File: src/rtl/uart_time_cmd.sv
// uart_time_cmd: paces uart_rx with an oversample tick and parses "T"+HHMMSS+CR/LF time-set frames.
//   clk, reset_n        : system clock, asynchronous active-low reset
//   oversample_tick     : one-cycle pulse at BAUD*OVERSAMPLE for uart_rx
//   rx_data, rx_valid   : received byte and its single-cycle strobe
//   framing_error       : receiver stop-bit error pulse
//   set_valid, set_time : one-cycle pulse with packed-BCD HHMMSS of an accepted frame
//   cmd_error, err_code : one-cycle rejection pulse; code 0 char, 1 range, 2 framing, 3 timeout
//   busy                : a frame is in progress
module uart_time_cmd #(
  parameter int CLK_HZ        = 50_000_000,
  parameter int BAUD          = 115200,
  parameter int OVERSAMPLE    = 16,
  parameter int TIMEOUT_TICKS = 1600
) (
  input  logic        clk,
  input  logic        reset_n,
  output logic        oversample_tick,
  input  logic [7:0]  rx_data,
  input  logic        rx_valid,
  input  logic        framing_error,
  output logic        set_valid,
  output logic [23:0] set_time,
  output logic        cmd_error,
  output logic [1:0]  err_code,
  output logic        busy
);
  localparam int DIV_RAW = CLK_HZ / (BAUD * OVERSAMPLE);
  localparam int DIV     = DIV_RAW < 1 ? 1 : DIV_RAW;
  localparam int DW      = $clog2(DIV + 1);
  localparam int TW      = $clog2(TIMEOUT_TICKS + 1);
  typedef enum logic [1:0] {IDLE, DIGITS, TERM} state_t;
  state_t          state;
  logic [DW-1:0]   div_cnt;
  logic [TW-1:0]   timer;
  logic [2:0]      idx;
  logic [23:0]     stage;
  logic            is_digit, is_eol, is_t, range_ok, timeout;
  assign oversample_tick = div_cnt == DW'(DIV - 1);
  assign busy     = state != IDLE;
  assign is_digit = rx_data >= 8'h30 && rx_data <= 8'h39;
  assign is_eol   = rx_data == 8'h0d || rx_data == 8'h0a;
  assign is_t     = rx_data == 8'h54 || rx_data == 8'h74;
  // Digits are 0..9 by construction, so only the tens digits need bounding.
  assign range_ok = (stage[23:20] < 4'd2 || (stage[23:20] == 4'd2 && stage[19:16] <= 4'd3)) &&
                    stage[15:12] <= 4'd5 && stage[7:4] <= 4'd5;
  // Expiry is the cycle of the TIMEOUT_TICKS-th tick since the last accepted byte.
  assign timeout  = busy && oversample_tick && timer == TW'(TIMEOUT_TICKS - 1);
  always_ff @(posedge clk or negedge reset_n)
    if (!reset_n) div_cnt <= '0;
    else div_cnt <= oversample_tick ? '0 : div_cnt + 1'b1;
  always_ff @(posedge clk or negedge reset_n) begin
    if (!reset_n) begin
      state     <= IDLE;
      timer     <= '0;
      idx       <= '0;
      stage     <= '0;
      set_valid <= 1'b0;
      set_time  <= '0;
      cmd_error <= 1'b0;
      err_code  <= 2'd0;
    end else begin
      set_valid <= 1'b0;
      cmd_error <= 1'b0;
      if (busy && oversample_tick) timer <= timer + 1'b1;
      // Framing errors outrank a coincident byte, which is dropped.
      if (framing_error) begin
        if (busy) begin
          state     <= IDLE;
          cmd_error <= 1'b1;
          err_code  <= 2'd2;
        end
      end else if (rx_valid) begin
        timer <= '0;
        unique case (state)
          IDLE: if (is_t) begin
            state <= DIGITS;
            idx   <= '0;
          end
          DIGITS: if (is_digit) begin
            stage[4*(5-int'(idx)) +: 4] <= rx_data[3:0];
            if (idx == 3'd5) state <= TERM;
            else idx <= idx + 1'b1;
          end else begin
            state     <= IDLE;
            cmd_error <= 1'b1;
            err_code  <= 2'd0;
          end
          TERM: begin
            state <= IDLE;
            if (is_eol && range_ok) begin
              set_time  <= stage;
              set_valid <= 1'b1;
            end else begin
              cmd_error <= 1'b1;
              err_code  <= is_eol ? 2'd1 : 2'd0;
            end
          end
          default: state <= IDLE;
        endcase
      end else if (timeout) begin
        state     <= IDLE;
        cmd_error <= 1'b1;
        err_code  <= 2'd3;
      end
    end
  end
endmodule

File: config.mk
export PLATFORM = sky130hd
export DESIGN_NAME = uart_time_cmd
export DESIGN_NICKNAME = d
export VERILOG_FILES = /design/src/rtl/uart_time_cmd.sv
export SDC_FILE = /design/constraint.sdc
export NUM_CORES = 1
export LEC_CHECK = 0
export ABC_AREA = 1
export CAP_MARGIN = 20
export CORE_MARGIN = 2
export CORE_UTILIZATION = 45
export CTS_CLUSTER_SIZE = 12
export DETAILED_ROUTE_END_ITERATION = 16
export PLACE_DENSITY_LB_ADDON = 0.05
export REMOVE_ABC_BUFFERS = 1
export SKIP_LAST_GASP = 1
export SLEW_MARGIN = 15
export SYNTH_ARGS = -nofsm -noshare
export SYNTH_HDL_FRONTEND = slang
export SYNTH_SLANG_ARGS = --single-unit
export TNS_END_PERCENT = 20
File: constraint.sdc
create_clock -name clk -period 2.7 [get_ports clk]
set_clock_uncertainty 0.2 [all_clocks]
set_input_delay 0.54 -clock clk [delete_from_list [all_inputs] [get_ports clk]]
set_output_delay 0.54 -clock clk [all_outputs]
set_load 0.005 [all_outputs]
==> results by group, run 1 <==
Final layout
  – Layout Nets: 530
  – Area grow syn2layout: 20.01%
  – Final design area excluding fillers: 0.004524 mm²
  – Layout cell share with drive strength beyond 1: 11.61%
  – Antenna cells: 0
  – FILL cells: 790

Drt
  – Vias/cell: 4.739
  – Routed Wire Length: 7764 µm
  – DR pass1 iterations: 4
  – DR iter-0 viols: 95
  – Via count: 2905
  – DR WL/cell: 12.67 µm
  – DRC: 0
  – ANT nets after route: 0

Synth
  – Compound-Gate Fraction of Synth Area: 7.700%
  – Post-Syn Instances: 451
  – Post-synth top area share: 48.46%
  – Adder-cell area share of the yosys netlist: 5.178%
  – Mapped Avg Cell Area: 8.359 µm²
  – Post-Synth Simple-Gate Area: 30.14%
  – Largest family of logic cells by synthesized area: simple AND/OR/NAND/NOR gates
  – Mapped Area: 0.003770 mm²
  – Synth area leader: dfrtp_1
  – Asr flop ratio synth: 100.0%
  – XOR/XNOR Fraction of Synth Area: 0.4647%
  – Predominant post-synthesis flop cell: dfrtp_1
  – Sequential-to-total area share from yosys stat: 48.46%
  – Top cells by area, synth: dfrtp_1 48%, nand2_1 14%, inv_1 6.0%, ha_1 4.6%, nor2_1 4.3%
  – Multiplexer area fraction after synthesis: 0%
  – Synthesized flop and latch total: 73
  – Number of synthesized flops with an enable pin: 0
  – YS warnings: 0
  – Library cells used by synthesis: 34

Timing
  – Final period utilization: 92.31%
  – Slew Viols, Final: 0
  – Slew Limit Headroom: 73.75%
  – FMAX: 401.2 MHz
  – RSZ-0062 raised after global routing: no
  – Final setup viols: 0
  – Min Hold Slack: -2.946 ps
  – Worst slew pin tran: 393.7 ps
  – Setup ws final: 207.5 ps
  – Fin Setup TNS: 0 ps
  – Fin. Hold Viols: 1
  – Final min period: 2492 ps

CTS
  – Clock slew at reported path FFs: 80 ps
  – Clk root buf: clkbuf_8
  – Clock Latency Late Sink: 360 ps
  – Hold buffers post-CTS: 0
  – PostCTS Resize Cnt: 0
  – CTS H-tree depth: 3
  – Clk sink count: 73
  – CTS tree: yes
  – Maximum clock path buffer count: 2
  – Number of buffers created by CTS: 9
  – Post-CTS Setup Repair Bufs: 0

Floorplan
  – Initial Util: 46.11%
  – I/O pin cnt: 42
  – Core outline area: 0.008175 mm²
  – Die X-Extent: 95.53 µm
  – Die height: 95.53 µm
  – Die area: 0.009126 mm²
  – Row count: 33

Worst setup path
  – Max Fanout on Critical Path: 5
  – Kind of critical path: flop to primary output
  – Crit path arrival time: 1750 ps
  – Startpoint Class: flop
  – Reg2reg path depth: 10
  – R2R Path Start: idx[0]$_DFFE_PN0P_
  – Worst R2R End: stage[8]$_DFFE_PN0P_
  – Setup crit start: div_cnt[0]$_DFF_PN0_
  – Worst R2R Setup Slack: 230 ps
  – CP Capture Type: primary output
  – CP required: 1960 ps

Power
  – Power Density: 603.0 mW/mm²
  – Power Internal: 1.782 mW
  – Peak VDD IR: 0.6634 mV
  – Clk pwr share: 32.6%
  – Logic pwr share: 24.4%
  – Sequential share of power: 43.0%
  – LEAKAGE: 2.254 nW
  – NetSw: 0.9466 mW
  – Switching share of power: 34.70%

Global routing
  – First-pass GRT wire length: 13070 µm
  – GR met3 Demand/Resource: 3.241%
  – Layer with the highest usage: met1
  – All-Layer GR Usage: 18.96%
  – Grt ovf: 0
  – Met1 usage: 28.83%
  – Vias in the first global route: 2646
  – M2 GR Usage: 25.99%
  – Largest net degree at the start of global routing: 74
  – Initial antenna violation count: 0

Job
  – Max_cap viols: 0

Min path
  – Min-Delay Path Class: primary input to async pin

Placed design
  – Pre-CTS WS: 180.4 ps
  – Dpl hpwl: 5659 µm
  – Port bufs: 41
  – Area post-placement: 0.004323 mm²
  – GP Congestion: 0.7811

Run status
  – Failing checks: negative hold slack
  – Status: complete, but fails checks
layout by cell type, fill, tap and decap left out, types with 2 or more instances in the layout:
cell	n
nand2_2	6
o21ai_1	10
xor2_1	2
clkbuf_8	9
o21bai_1	2
clkdlybuf4s50_1	40
o21ai_2	6
nand3_4	3
ha_1	14
nand3_1	17
nor2_1	43
o21ai_0	15
nor2_4	6
inv_6	2
inv_1	60
buf_12	2
a21oi_1	15
nand4_1	11
clkinv_4	2
nor4_1	2
inv_2	3
nand2_1	136
buf_4	5
nor2_2	3
or2_2	2
dfrtp_1	73
nor3_1	6
cells in the mapped netlist, types with 2 or more instances:
library cell,number
dfrtp_1,73
o21ai_0,15
nor2_2,3
nor3_1,6
nand3_1,17
o21ai_1,10
inv_2,3
a21oi_1,15
or2_2,2
o21bai_1,2
inv_1,60
nand2_2,6
o21ai_2,6
nor2_1,43
nand3_4,3
xor2_1,2
buf_6,4
nand4_1,11
ha_1,14
nor2_4,6
nor4_1,2
nand2_1,136
per-layer routing:
metal,vias to the layer above,routed length (µm)
li1,1520,-
met1,1329,4120
met2,42,3229
met3,14,241
met4,0,172
met5,-,0
worst max path at each step:
stage | endpoint | slack [ps] | depth (start not counted)
floorplan | stage[16]$_DFFE_PN0P_ | 340 | 10
finish | oversample_tick | 210 | 5
detailed placement | set_time[3]$_DFFE_PN0P_ | 180 | 10
global placement | set_time[20]$_DFFE_PN0P_ | 210 | 11
global route | stage[19]$_DFFE_PN0P_ | 30 | 10
CTS | oversample_tick | 180 | 5
critical path, stage by stage (launching register included):
cell and delay (ps):
dfrtp_1 410, inv_1 70, ha_1 130, nand4_1 110, inv_1 160, clkdlybuf4s50_1 520
cells by family after synthesis:
logic type,Yosys count
AOI/OAI and AO/OA,50
xor gates and xnor gates,2
adders and majority gates,15
buffers and inverters,71
DFF,73
and+or+nand+nor,240
power groups by stage:
stage	clock network [mW]	registers, mW	logic [mW]
6_report	0.890	1.17	0.664
5_1_grt	0.970	1.18	0.763
4_1_cts	0.918	1.18	0.672
3_5_place_dp	0	1.20	0.668
3_3_place_gp	0	1.20	0.669
2_1_floorplan	0	1.19	0.462
through the flow:
step / utilization, % / std cells / power (mW)
after CTS: 55.34 / 613 / 2.766
after floorplan: - / 444 / 1.650
after global routing: 55.34 / 613 / 2.916
after global placement: 52.88 / 597 / 1.865
final: 55.34 / 613 / 2.728
after detailed placement: 52.88 / 597 / 1.866
state kept, by name, indices dropped and copies added, names as in the netlist:
signal     cells
div_cnt        5
idx            3
err_code       2
stage         24
cmd_error      1
timer         11
set_valid      1
state          2
set_time      24
cell type report:
cell class / count / area (µm²) / area share (%)
Clock inverter: 7 / 77.57 / 1.715
Timing Repair Buffer: 48 / 483.0 / 10.67
Tap cell: 105 / 131.4 / 2.904
Sequential cell: 73 / 1827 / 40.38
Clock buffer: 9 / 123.9 / 2.738
Multi-Input combinational cell: 307 / 1639 / 36.23
Inverter: 64 / 242.7 / 5.365
Power figures use the tool's default switching activity.
==> run 2, diff against run 1 <==
HOLD_SLACK_MARGIN = 0.03   (was default)
==> results by group, run 2 (synthesis results as in run 1) <==
Run status
  – Status: finished clean

Timing
  – Fin Setup TNS: 0 ps (unchanged)
  – Worst slew pin tran: 393.9 ps (+0.2240 ps)
  – Slew Limit Headroom: 73.74% (about the same)
  – FMAX: 401.2 MHz (about the same)
  – Slew Viols, Final: 0 (unchanged)
  – Final setup viols: 0 (unchanged)
  – Min Hold Slack: 276.1 ps (+279.0 ps)
  – Fin. Hold Viols: 0 (-1)
  – Final min period: 2492 ps (-0.1430 ps)
  – RSZ-0062 raised after global routing: no
  – Final period utilization: 92.31% (about the same)

Drt
  – ANT nets after route: 0 (unchanged)
  – DR WL/cell: 12.66 µm (about the same)
  – Routed Wire Length: 7774 µm (+0.13%)
  – DR iter-0 viols: 103 (+8.4%)
  – DRC: 0 (unchanged)
  – DR pass1 iterations: 4 (unchanged)
  – Via count: 2902 (-0.10%)
  – Vias/cell: 4.726 (-0.27%)

Worst setup path
  – Cell at the slowest stage of the critical path: clkdlybuf4s50_1
  – CP most frequent cell: inv_1
  – Crit path max-delay family: buffers and inverters
  – Startpoint Class: flop
  – CP required: 1960 ps (about the same)
  – Crit path arrival time: 1750 ps (about the same)
  – Max Fanout on Critical Path: 5 (unchanged)
  – Crit-path max cell delay: 520 ps (about the same)
  – CP Buf/Inv Count: 3 (unchanged)
  – CP Capture Type: primary output
  – Cell Chain, Critical Path: inv_1, ha_1, nand4_1, inv_1, clkdlybuf4s50_1
  – Kind of critical path: flop to primary output

Placed design
  – Port bufs: 41 (unchanged)
  – GP Congestion: 0.7811 (unchanged)
  – Dpl hpwl: 5659 µm (unchanged)

Floorplan
  – I/O pin cnt: 42 (unchanged)
  – Core outline area: 0.008175 mm² (unchanged)
  – Die height: 95.53 µm (unchanged)
  – Initial Util: 46.11% (unchanged)
  – Die X-Extent: 95.53 µm (unchanged)
  – Die area: 0.009126 mm² (unchanged)
  – Row count: 33 (unchanged)

Global routing
  – Initial antenna violation count: 0 (unchanged)
  – All-Layer GR Usage: 18.96% (unchanged)
  – Vias in the first global route: 2646 (unchanged)
  – First-pass GRT wire length: 13070 µm (unchanged)
  – Grt ovf: 0 (unchanged)
  – Largest net degree at the start of global routing: 74 (unchanged)

Power
  – Clk pwr share: 32.6% (about the same)
  – Peak VDD IR: 0.6640 mV (about the same)
  – Logic pwr share: 24.4% (about the same)
  – Switching share of power: 34.70% (about the same)
  – Power Density: 602.0 mW/mm² (-0.16%)
  – NetSw: 0.9472 mW (about the same)
  – LEAKAGE: 2.258 nW (+0.19%)
  – Power Internal: 1.783 mW (about the same)
  – Sequential share of power: 43.0% (about the same)

Final layout
  – Layout cell share with drive strength beyond 1: 11.59% (-0.023 points)
  – Commonest non-fill, non-tap cell in the layout: nand2_1
  – Antenna cells: 0 (unchanged)
  – Area grow syn2layout: 20.28%
  – Commonest cells after routing, fill and taps aside: 136 x nand2_1, 73 x dfrtp_1, 60 x inv_1, 43 x nor2_1, 40 x clkdlybuf4s50_1
  – Layout Nets: 531 (+0.19%)
  – Biggest regs: set_time (24), stage (24), timer (11)

CTS
  – Clk sink count: 73 (unchanged)
  – Maximum clock path buffer count: 2 (unchanged)
  – CTS tree: yes
  – Clk root buf: clkbuf_8
  – CTS H-tree depth: 3 (unchanged)
  – Number of buffers created by CTS: 9 (unchanged)
  – Clock Latency Late Sink: 360 ps (about the same)
  – Clock slew at reported path FFs: 80 ps (about the same)
  – Post-CTS Setup Repair Bufs: 0 (unchanged)

Min path
  – Min-Delay Path Class: flop to flop

Job
  – Max_cap viols: 0 (unchanged)
-- run 2: cell types whose count changed in the layout (fill, tap and decap cells not counted) --
cell	previous run	this run
dlygate4sd3_1	0	1
-- run 2: area by class of cell --
class / instances / area [µm²]
fillers: 789 / 3641
clock buffers: 9 / 123.9
inverters: 64 / 242.7
multi-input cells: 307 / 1639
flip-flops and latches: 73 / 1827
clock inverters: 7 / 77.57
well taps: 105 / 131.4
repair buffers: 49 / 493.0
-- run 2: power groups by stage --
stage	combinational (mW)	clock, mW	sequential [mW]
finish	0.665	0.890	1.17
CTS	0.673	0.918	1.18
floorplan	0.462	0	1.19
detailed placement	0.668	0	1.20
global route	0.764	0.970	1.18
global placement	0.669	0	1.20
-- run 2: path summary, 6_finish.rpt --
check                      depth (start not counted)  slack [ps]                       end                   from
max                                                5         210           oversample_tick   div_cnt[0]$_DFF_PN0_
min                                                2         280  set_time[16]$_DFFE_PN0P_  stage[16]$_DFFE_PN0P_
max reg2reg                                        9         230     stage[19]$_DFFE_PN0P_     idx[0]$_DFFE_PN0P_
min reg2reg                                        2         280  set_time[16]$_DFFE_PN0P_  stage[16]$_DFFE_PN0P_
max in group asynchronous                          3        1450   set_time[9]$_DFFE_PN0P_                reset_n
min in group asynchronous                          3         540      div_cnt[2]$_DFF_PN0_                reset_n
-- run 2: metrics by stage --
stage	instance area, µm²	setup slack (ps)	power, mW	instances	utilization (%)
final	4534	207.7	2.730	614	55.46
after global placement	4323	211.4	1.865	597	52.88
after detailed placement	4323	180.4	1.866	597	52.88
after CTS	4534	179.8	2.767	614	55.46
after global routing	4534	28.36	2.918	614	55.46
after floorplan	3709	337.3	1.650	444	-
-- run 2: timing repair --
| action | 4_1_cts | 5_1_grt |
|---|---|---|
| hold buffers | 1 | 0 |
| endpoints found under the hold margin | 73 | 0 |
| gates resized for setup | 0 | 0 |
-- run 2: worst reg2reg max path, cell delays in order (launching register included) --
cell	delay, ps
dfrtp_1	520
ha_1	230
inv_1	60
fa_1	470
inv_1	130
nand2_1	80
nor2_1	290
nand4_4	210
nand2_1	120
o21ai_1	60
-- run 2: routing by layer --
layer  vias to the layer above  wire length [µm]  track usage, %  part of all wire, %
met1                      1320              4133           28.83                   53
met2                        47              3217           25.99                   41
met4                         0               172           8.929                  2.2
met3                        14               250           3.241                  3.2
li1                       1521                 -               -                    -
met5                         -                 0               0                    0
==> run 3, diff against run 2 <==
CORE_MARGIN = 5   (was 2)
==> results by group, run 3 (synthesis results as in run 1) <==
Run status
  – Status: finished clean

Final layout
  – Layout Nets: 530 (-0.19%)
  – Biggest regs: set_time (24), stage (24), timer (11)
  – Commonest cells after routing, fill and taps aside: 136 x nand2_1, 73 x dfrtp_1, 60 x inv_1, 43 x nor2_1, 40 x clkdlybuf4s50_1
  – Commonest non-fill, non-tap cell in the layout: nand2_1
  – FF/Latch Area: 0.001827 mm² (unchanged)
  – Antenna cells: 0 (unchanged)
  – Area grow syn2layout: 21.04%
  – Layout cell share with drive strength beyond 1: 11.42% (-0.17 points)
  – FILL cells: 795 (+0.76%)
  – Footprint of the multi-input gates: 0.001639 mm² (unchanged)

Min path
  – Min-Delay Path Class: flop to flop

CTS
  – Clock Latency Late Sink: 360 ps (about the same)
  – Clock slew at reported path FFs: 90 ps (about the same)
  – CTS tree: yes
  – CTS H-tree depth: 3 (unchanged)
  – Number of buffers created by CTS: 9 (unchanged)
  – Clk sink count: 73 (unchanged)
  – PostCTS Resize Cnt: 0 (unchanged)
  – Post-CTS Setup Repair Bufs: 0 (unchanged)
  – Clk root buf: clkbuf_8
  – Hold buffers post-CTS: 1 (unchanged)
  – Maximum clock path buffer count: 2 (unchanged)

Floorplan
  – Die X-Extent: 101.5 µm (+6.3%)
  – I/O pin cnt: 42 (unchanged)
  – Row count: 33 (unchanged)
  – Core outline area: 0.008175 mm² (unchanged)
  – Die area: 0.01031 mm² (+13%)
  – Die height: 101.5 µm (+6.3%)
  – Initial Util: 46.11% (unchanged)

Power
  – Power Density: 643.4 mW/mm² (+6.9%)
  – Peak VDD IR: 0.3833 mV (-42%)
  – LEAKAGE: 2.268 nW (+0.45%)
  – Tot Pwr: 2.936 mW (+7.6%)

Timing
  – Final period utilization: 92.85% (+0.54 points)
  – Slew Viols, Final: 0 (unchanged)
  – Fin. Hold Viols: 0 (unchanged)
  – RSZ-0062 raised after global routing: no
  – Final min period: 2507 ps (+14.58 ps)
  – Slew Limit Headroom: 72.71% (-1.0 points)
  – FMAX: 398.9 MHz (-0.58%)
  – Worst slew pin tran: 409.3 ps (+15.38 ps)
  – Final setup viols: 0 (unchanged)
  – Fin Setup TNS: 0 ps (unchanged)

Drt
  – DRC: 0 (unchanged)
  – ANT nets after route: 0 (unchanged)
  – DR WL/cell: 12.86 µm (+1.6%)
  – Routed Wire Length: 7886 µm (+1.4%)
  – DR iter-0 viols: 127 (+23%)
  – Vias/cell: 4.781 (+1.2%)
  – Via count: 2931 (+1.0%)
  – DR pass1 iterations: 4 (unchanged)

Worst setup path
  – CP Capture Type: primary output
  – Startpoint Class: flop
  – Kind of critical path: flop to primary output
  – Crit path arrival time: 1770 ps (+20 ps)
  – Max Fanout on Critical Path: 5 (unchanged)
  – CP required: 1960 ps (about the same)

Global routing
  – Largest net degree at the start of global routing: 74 (unchanged)
  – All-Layer GR Usage: 16.82% (-2.1 points)
  – First-pass GRT wire length: 13730 µm (+5.1%)
  – Grt ovf: 0 (unchanged)
  – Vias in the first global route: 2838 (+7.3%)
  – Initial antenna violation count: 0 (unchanged)

Job
  – Max_cap viols: 0 (unchanged)

Placed design
  – Dpl hpwl: 5750 µm (+1.6%)
  – Port bufs: 41 (unchanged)
  – GP Congestion: 0.8632 (+11%)
==> run 3: report_power, final <==
part	internal (mW)	total, mW	switching [mW]
Combinational	0.215	0.672	0.457
Clock	0.625	1.09	0.464
Sequential	1.13	1.17	0.0431
==> run 3: worst max-delay path, stage by stage, from the launching register on <==
cell,delay (ps)
dfrtp_1,420
inv_1,70
ha_1,140
nand4_1,100
inv_1,160
clkdlybuf4s50_1,520
==> run 3: layout make-up <==
| type | count | share of cell area (%) |
|---|---|---|
| clock buffers | 9 | 2.715 |
| clock inverters | 7 | 2.769 |
| inverters | 64 | 5.319 |
| multi-input cells | 307 | 35.92 |
| flip-flops and latches | 73 | 40.03 |
| well taps | 105 | 2.879 |
| repair buffers | 48 | 10.36 |
==> run 3: metrics by stage <==
| step | utilization (%) | area (µm²) | hold WS [ps] | instances | setup slack (ps) |
|---|---|---|---|---|---|
| 5_1_grt | 55.82 | 4563 | 308.9 | 613 | 17.44 |
| 6_report | 55.82 | 4563 | 280.9 | 613 | 193.1 |
| 3_5_place_dp | 52.63 | 4303 | 264.8 | 596 | 236.8 |
| 3_3_place_gp | 52.63 | 4303 | 261.4 | 596 | 273.1 |
| 4_1_cts | 55.82 | 4563 | 287.2 | 613 | 169.3 |
| 2_1_floorplan | - | 3709 | 44.41 | 444 | 337.3 |
==> run 3: final timing paths <==
check	from	to	slack, ps	cells after the start
min in group asynchronous	reset_n	div_cnt[0]$_DFF_PN0_	550	3
hold reg to reg	stage[17]$_DFFE_PN0P_	set_time[17]$_DFFE_PN0P_	280	2
setup reg to reg	idx[0]$_DFFE_PN0P_	stage[9]$_DFFE_PN0P_	240	10
hold / removal	stage[17]$_DFFE_PN0P_	set_time[17]$_DFFE_PN0P_	280	2
setup / recovery	div_cnt[0]$_DFF_PN0_	oversample_tick	190	5
max in group asynchronous	reset_n	set_time[20]$_DFFE_PN0P_	1420	3
==> run 3: metal layers <==
layer	GRT usage, %	wire length, µm
met1	25.94	4229
met2	23.74	3313
met3	2.548	274
met4	6.237	68
met5	0	0
